**src/rtl/score_sched.sv**
```systemverilog
// Scoreboard command scheduler: edge-detects keypad levels, round-robins them against a button
// channel and applies one saturating score update per cycle. Optional undo: SCORE_UNDO_EN.
module score_sched #(
  parameter int unsigned SCORE_W   = 8,
  parameter int unsigned MAX_SCORE = 199
) (
  input  logic               clk,
  input  logic               reset,
  input  logic               plus1_G,
  input  logic               plus2_G,
  input  logic               plus3_G,
  input  logic               minus1_G,
  input  logic               minus2_G,
  input  logic               minus3_G,
  input  logic               plus1_H,
  input  logic               plus2_H,
  input  logic               plus3_H,
  input  logic               minus1_H,
  input  logic               minus2_H,
  input  logic               minus3_H,
  input  logic               pause,
  input  logic               btn_req,
  input  logic               btn_team,
  input  logic               btn_sub,
  input  logic [1:0]         btn_amt,
  input  logic               undo,
  output logic               btn_ack,
  output logic [SCORE_W-1:0] score_G,
  output logic [SCORE_W-1:0] score_H,
  output logic               running,
  output logic               sat,
  output logic               busy
);

  localparam int unsigned NK = 12;
  localparam logic LAST_KEY = 1'b0;
  localparam logic LAST_BTN = 1'b1;
  localparam logic [SCORE_W:0] MAX_W = MAX_SCORE[SCORE_W:0];

  logic [NK:0]        key_in, key_r, key_q, rise;
  logic [NK-1:0]      pend_q, pend_d, clr;
  logic [3:0]         key_sel, key_loc;
  logic               key_team, key_sub;
  logic [1:0]         key_amt;
  logic               btn_req_r, btn_team_r, btn_sub_r;
  logic [1:0]         btn_amt_r;
  logic               last_q, key_work, btn_work, grant_key, grant_btn, stall;
  logic               do_upd, op_team, op_sub, clip;
  logic [1:0]         op_amt;
  logic               undo_team, undo_sub;
  logic [1:0]         undo_amt;
  logic [SCORE_W:0]   old_w, amt_w, new_w;
  logic               ack_q, sat_q, running_q;
  logic [SCORE_W-1:0] score_g_q, score_h_q;

  assign key_in = {pause, minus3_H, minus2_H, minus1_H, plus3_H, plus2_H, plus1_H,
                   minus3_G, minus2_G, minus1_G, plus3_G, plus2_G, plus1_G};
  assign rise   = key_r & ~key_q;

  // Lowest pending index has priority.
  always_comb begin
    key_sel = '0;
    for (int i = NK - 1; i >= 0; i--) begin
      if (pend_q[i]) key_sel = 4'(i);
    end
  end

  assign key_team = (key_sel >= 4'd6);
  assign key_loc  = key_team ? key_sel - 4'd6 : key_sel;
  assign key_sub  = (key_loc >= 4'd3);

  always_comb begin
    case (key_loc)
      4'd0, 4'd3: key_amt = 2'd1;
      4'd1, 4'd4: key_amt = 2'd2;
      4'd2, 4'd5: key_amt = 2'd3;
      default:    key_amt = 2'd0;
    endcase
  end

  // The ack cycle masks the still-registered request so one handshake yields one update.
  assign key_work  = |pend_q;
  assign btn_work  = btn_req_r & ~ack_q;
  assign grant_key = ~stall & key_work & (~btn_work | (last_q == LAST_BTN));
  assign grant_btn = ~stall & btn_work & (~key_work | (last_q == LAST_KEY));

  assign clr    = grant_key ? (NK'(1) << key_sel) : '0;
  assign pend_d = (pend_q & ~clr) | rise[NK-1:0];

  always_comb begin
    do_upd  = 1'b1;
    op_team = 1'b0;
    op_sub  = 1'b0;
    op_amt  = 2'd0;
    if (stall) begin
      op_team = undo_team;
      op_sub  = undo_sub;
      op_amt  = undo_amt;
    end else if (grant_key) begin
      op_team = key_team;
      op_sub  = key_sub;
      op_amt  = key_amt;
    end else if (grant_btn) begin
      op_team = btn_team_r;
      op_sub  = btn_sub_r;
      op_amt  = btn_amt_r;
    end else begin
      do_upd  = 1'b0;
    end
  end

  assign old_w = {1'b0, (op_team ? score_h_q : score_g_q)};
  assign amt_w = {{(SCORE_W - 1){1'b0}}, op_amt};

  always_comb begin
    clip  = 1'b0;
    new_w = old_w + amt_w;
    if (op_sub) begin
      if (old_w < amt_w) begin
        clip  = 1'b1;
        new_w = '0;
      end else begin
        new_w = old_w - amt_w;
      end
    end else if (new_w > MAX_W) begin
      clip  = 1'b1;
      new_w = MAX_W;
    end
  end

`ifdef SCORE_UNDO_EN
  logic       undo_r, undo_q, hist_vld_q, hist_team_q, hist_sub_q;
  logic [1:0] hist_amt_q;

  assign stall     = undo_r & ~undo_q & hist_vld_q;
  assign undo_team = hist_team_q;
  assign undo_sub  = ~hist_sub_q;
  assign undo_amt  = hist_amt_q;

  // History holds the post-saturation change, so reversing it can never clip.
  always_ff @(posedge clk) begin
    if (reset) begin
      undo_r      <= undo;
      undo_q      <= undo;
      hist_vld_q  <= 1'b0;
      hist_team_q <= 1'b0;
      hist_sub_q  <= 1'b0;
      hist_amt_q  <= 2'd0;
    end else begin
      undo_r <= undo;
      undo_q <= undo_r;
      if (stall) begin
        hist_vld_q <= 1'b0;
      end else if (do_upd) begin
        hist_vld_q  <= 1'b1;
        hist_team_q <= op_team;
        hist_sub_q  <= op_sub;
        hist_amt_q  <= 2'(op_sub ? old_w - new_w : new_w - old_w);
      end
    end
  end
`else
  logic unused_undo;
  assign unused_undo = undo;
  assign stall       = 1'b0;
  assign undo_team   = 1'b0;
  assign undo_sub    = 1'b0;
  assign undo_amt    = 2'd0;
`endif

  // Edge registers load the live inputs in reset so keys held through it never fire.
  always_ff @(posedge clk) begin
    if (reset) begin
      key_r      <= key_in;
      key_q      <= key_in;
      pend_q     <= '0;
      btn_req_r  <= 1'b0;
      btn_team_r <= 1'b0;
      btn_sub_r  <= 1'b0;
      btn_amt_r  <= 2'd0;
      last_q     <= LAST_BTN;
      running_q  <= 1'b0;
      sat_q      <= 1'b0;
      ack_q      <= 1'b0;
      score_g_q  <= '0;
      score_h_q  <= '0;
    end else begin
      key_r      <= key_in;
      key_q      <= key_r;
      pend_q     <= pend_d;
      btn_req_r  <= btn_req;
      btn_team_r <= btn_team;
      btn_sub_r  <= btn_sub;
      btn_amt_r  <= btn_amt;
      if (grant_key) begin
        last_q <= LAST_KEY;
      end else if (grant_btn) begin
        last_q <= LAST_BTN;
      end
      if (rise[NK]) running_q <= ~running_q;
      sat_q <= do_upd & clip;
      ack_q <= grant_btn;
      if (do_upd) begin
        if (op_team) score_h_q <= new_w[SCORE_W-1:0];
        else         score_g_q <= new_w[SCORE_W-1:0];
      end
    end
  end

  assign score_G = score_g_q;
  assign score_H = score_h_q;
  assign running = running_q;
  assign sat     = sat_q;
  assign btn_ack = ack_q;
  assign busy    = key_work | btn_req;

endmodule

```
**config.mk**
```make
export PLATFORM = sky130hd
export DESIGN_NAME = score_sched
export DESIGN_NICKNAME = d
export VERILOG_FILES = /design/src/rtl/score_sched.sv
export SDC_FILE = /design/constraint.sdc
export NUM_CORES = 1
export LEC_CHECK = 0
export CAP_MARGIN = 0
export CORE_ASPECT_RATIO = 0.6
export CORE_MARGIN = 10
export CORE_UTILIZATION = 50
export DETAILED_ROUTE_END_ITERATION = 6
export HOLD_SLACK_MARGIN = 0.02
export PLACE_DENSITY = 0.76
export REMOVE_ABC_BUFFERS = 1
export SLEW_MARGIN = 20
export SYNTH_ARGS = -nofsm -noshare
export SYNTH_HDL_FRONTEND = slang
export SYNTH_SLANG_ARGS = --single-unit
export TNS_END_PERCENT = 30
```
**constraint.sdc**
```tcl
create_clock -name clk -period 4.6 [get_ports clk]
set_input_delay 0.92 -clock clk [delete_from_list [all_inputs] [get_ports clk]]
set_output_delay 0.92 -clock clk [all_outputs]
set_load 0.005 [all_outputs]
```
==> metrics.md <==
| Metric | Value |
|---|---|
| FF-to-FF Start | `pend_q[10]` |
| Switching share of power | `0.389` |
| Hold violation total from the final report | `0` |
| Drt via density | `6.11` |
| Power share of the combinational group | `0.432` |
| Vias in the first global route | `2953` |
| P_sw | `873 µW` |
| Total track usage | `0.171` |
| Cell Area, Placed | `0.00388 mm²` |
| Ports | `41` |
| CP cell instances | `nor2_1 -> o31ai_1 -> a211oi_1 -> or3_1 -> inv_1 -> ha_1 -> nand2_1 -> o32ai_1 -> nand2_1 -> o311a_1 -> o21ai_0 -> ha_2 -> a21o_1 -> nand2b_1 -> mux2i_1 -> mux2_2 -> o221a_4 -> a311oi_2 -> o31ai_1` |
| Area of the core | `0.00659 mm²` |
| Slew headroom | `0.445` |
| Post-Synthesis Cell Area | `0.00336 mm²` |
| Dominant cell type by area after synthesis | `dfxtp_1` |
| Slowest CP cell | `dfxtp_1` |
| # fillers | `578` |
| Vias | `3165` |
| Slew Viols, Final | `0` |
| Worst vdd ir | `299 µV` |
| Setup slack after layout | `0.250 ns` |
| Sequential power share | `0.321` |
| Wirelength per Cell | `17.7 µm` |
| Leakage | `0.00155 µW` |
| Internal Power | `1370 µW` |
| Max clock buf depth | `2` |
| CP Max Fanout | `7` |
| Largest net degree at the start of global routing | `41` |
| Yosys Warn Count | `0` |
| Worst hold path class | `flop to flop` |
| Hold Startpoint | `key_r[2]` |
| Main synth FF type | `dfxtp_1` |
| Max cap viols | `0` |
| Async set or reset register ratio after synthesis | `0` |
| Seq/Total Area, Yosys | `0.375` |
| CTS tree | `yes` |
| Initial Util | `0.510` |
| Antenna Nets Post-Route | `0` |
| Critical path class | `flop to flop` |
| Clock slew at reported path FFs | `0.08 ns` |
| Post-DP HPWL | `6.90 mm` |
| Crit share post-route | `0.946` |
| Mean post-synth cell area | `8.84 µm²` |
| Largest cells by area after synthesis | `dfxtp_1 (38%), mux2_2 (6.0%), a21oi_1 (3.9%)` |
| Arr. time, crit path | `4.58 ns` |
| Worst Max-Slew Pin Slew | `0.830 ns` |
| Die height | `83.5 µm` |
| CP required | `4.83 ns` |
| Top-area cell type share of the netlist area | `0.375` |
| Routability congestion estimate | `0.915` |
| First-pass GRT wire length | `15.0 mm` |
| TritonCTS Buffers | `9` |
| Die area | `0.0105 mm²` |
| Synthesized flop and latch total | `63` |
| First-pass iteration count of the detailed router | `5` |
| Final setup fails | `0` |
| Ratio of cells with drive above 1 in the final layout | `0.158` |
| CP Buf/Inv Count | `1` |
| Synth cell types | `62` |
| Pre-CTS setup slack | `0.275 ns` |
| Diode count | `0` |
| Final instance area | `0.00414 mm²` |
| Multi-input gate area | `0.00201 mm²` |
| Worst hold slack | `0.472 ns` |
| Syn-to-layout area delta | `23.1%` |
| EDFF count, synth | `0` |
| Critical path origin | `pend_q[10]` |
| Clk pwr share | `0.247` |
| Achievable Freq | `0.230 GHz` |
| Most frequent cells after synthesis | `dfxtp_1 (63), nor2_1 (33), nand2_1 (28)` |
| Grt ovf | `0` |
| H-tree depth | `3` |
| Crit start category | `flop` |
| Power Dens Cells | `542 mW/mm²` |
| Worst stage delay on the critical path | `0.42 ns` |
| Initial antenna violation count | `0` |
| DRC | `0` |
| Most frequent cell after synthesis | `dfxtp_1` |
| Clk sink count | `63` |
| Clock root buffer | `clkbuf_8` |
| Post-synthesis cell count | `380` |
| CP endpoint kind | `flop` |
| Die Wd | `126 µm` |
| Row cnt | `23` |
| CP delay by family, top | `compound AO/OA/AOI/OAI gates` |
| Nets | `454` |
| First DRT Iteration DRCs | `306` |
| Port Buffers | `39` |
| Final min period | `4.35 ns` |
| Final Skew | `0.00855 ns` |
| Register area | `0.00126 mm²` |
| Post-Route WL | `9.15 mm` |
| Clock Latency Late Sink | `0.35 ns` |
| Status | `complete, no violations` |
state kept, by name, indices dropped and copies added (netlist names):
register,cells
btn_ack,1
btn_amt_r,2
btn_req_r,1
btn_sub_r,1
btn_team_r,1
key_q,13
key_r,13
last_q,1
pend_q,12
running,1
sat,1
score_G,8
score_H,8
logic make-up (layout without fill, tap and decap cells):
logic type / Yosys count / in the layout / synth area share
DFF: 63 / 63 / 0.375
muxes: 28 / 28 / 0.0901
and+or+nand+nor: 133 / 133 / 0.204
adders and majority gates: 7 / 7 / 0.0305
AOI/OAI and AO/OA: 114 / 114 / 0.249
buffers and inverters: 28 / 79 / 0.0324
xor gates and xnor gates: 7 / 7 / 0.0182
timing repair:
item                       4_1_cts  5_1_grt
gates resized for setup          0        6
setup endpoints to repair        0        9
buffers inserted                 0        0
hold buffers                     0        0
worst paths after layout:
path / endpoint / slack [ns] / cells after the start
max: score_H[3] / 0.25 / 19
min: pend_q[2] / 0.47 / 2
max reg2reg: score_H[3] / 0.25 / 19
min reg2reg: pend_q[2] / 0.47 / 2
worst min-delay path, cell delays in order, from the launching register on:
cell	delay, ns
dfxtp_1	0.32
nand2b_1	0.07
a21oi_1	0.05
power by group through the flow:
stage	combinational, µW	sequential [µW]	clock (µW)
2_1_floorplan	611	701	0
3_3_place_gp	895	727	0
3_5_place_dp	926	727	0
4_1_cts	931	715	558
5_1_grt	1060	730	586
6_report	970	721	553
layout make-up:
type | instances | share of cell area
Sequential cell | 63 | 0.305
Tap cell | 87 | 0.0263
Clock buffer | 10 | 0.0333
Timing Repair Buffer | 52 | 0.117
Inverter | 11 | 0.00998
Multi-Input combinational cell | 289 | 0.487
Clock inverter | 6 | 0.0224
cells in the final DEF (no fill, tap or decap), types with 3 or more instances in the layout:
| master | n |
|---|---|
| o211ai_1 | 4 |
| nor2b_1 | 10 |
| nand4_1 | 4 |
| or3_1 | 5 |
| clkdlybuf4s50_1 | 38 |
| buf_4 | 13 |
| mux2_2 | 18 |
| nand2b_1 | 15 |
| a211oi_1 | 10 |
| a21o_1 | 3 |
| ha_1 | 4 |
| mux2i_1 | 10 |
| dfxtp_1 | 63 |
| nor2_1 | 33 |
| a31o_2 | 3 |
| clkbuf_8 | 10 |
| a21oi_1 | 26 |
| inv_1 | 11 |
| nand3_1 | 8 |
| o21ai_0 | 22 |
| nand2_1 | 28 |
| xnor2_1 | 5 |
| nor3_1 | 11 |
| nor4_1 | 7 |
| o31ai_1 | 6 |
| o21a_1 | 4 |
metal layers:
| layer | vias up | track usage | routed length, µm |
|---|---|---|---|
| li1 | 1509 | - | - |
| met1 | 1499 | 0.253 | 4690 |
| met2 | 140 | 0.216 | 3470 |
| met3 | 17 | 0.0590 | 873 |
| met4 | 0 | 0.0536 | 124 |
| met5 | - | 0.0196 | 0 |
stage by stage:
stage                     instances   TNS, ns  utilization  total power [µW]
after global routing            518  -0.00441        0.628              2370
after CTS                       518         0        0.624              2200
after global placement          502         0        0.590              1620
after detailed placement        502         0        0.590              1650
after floorplan                 363         0            -              1310
final                           518         0        0.628              2240
Power figures use the tool's default switching activity.
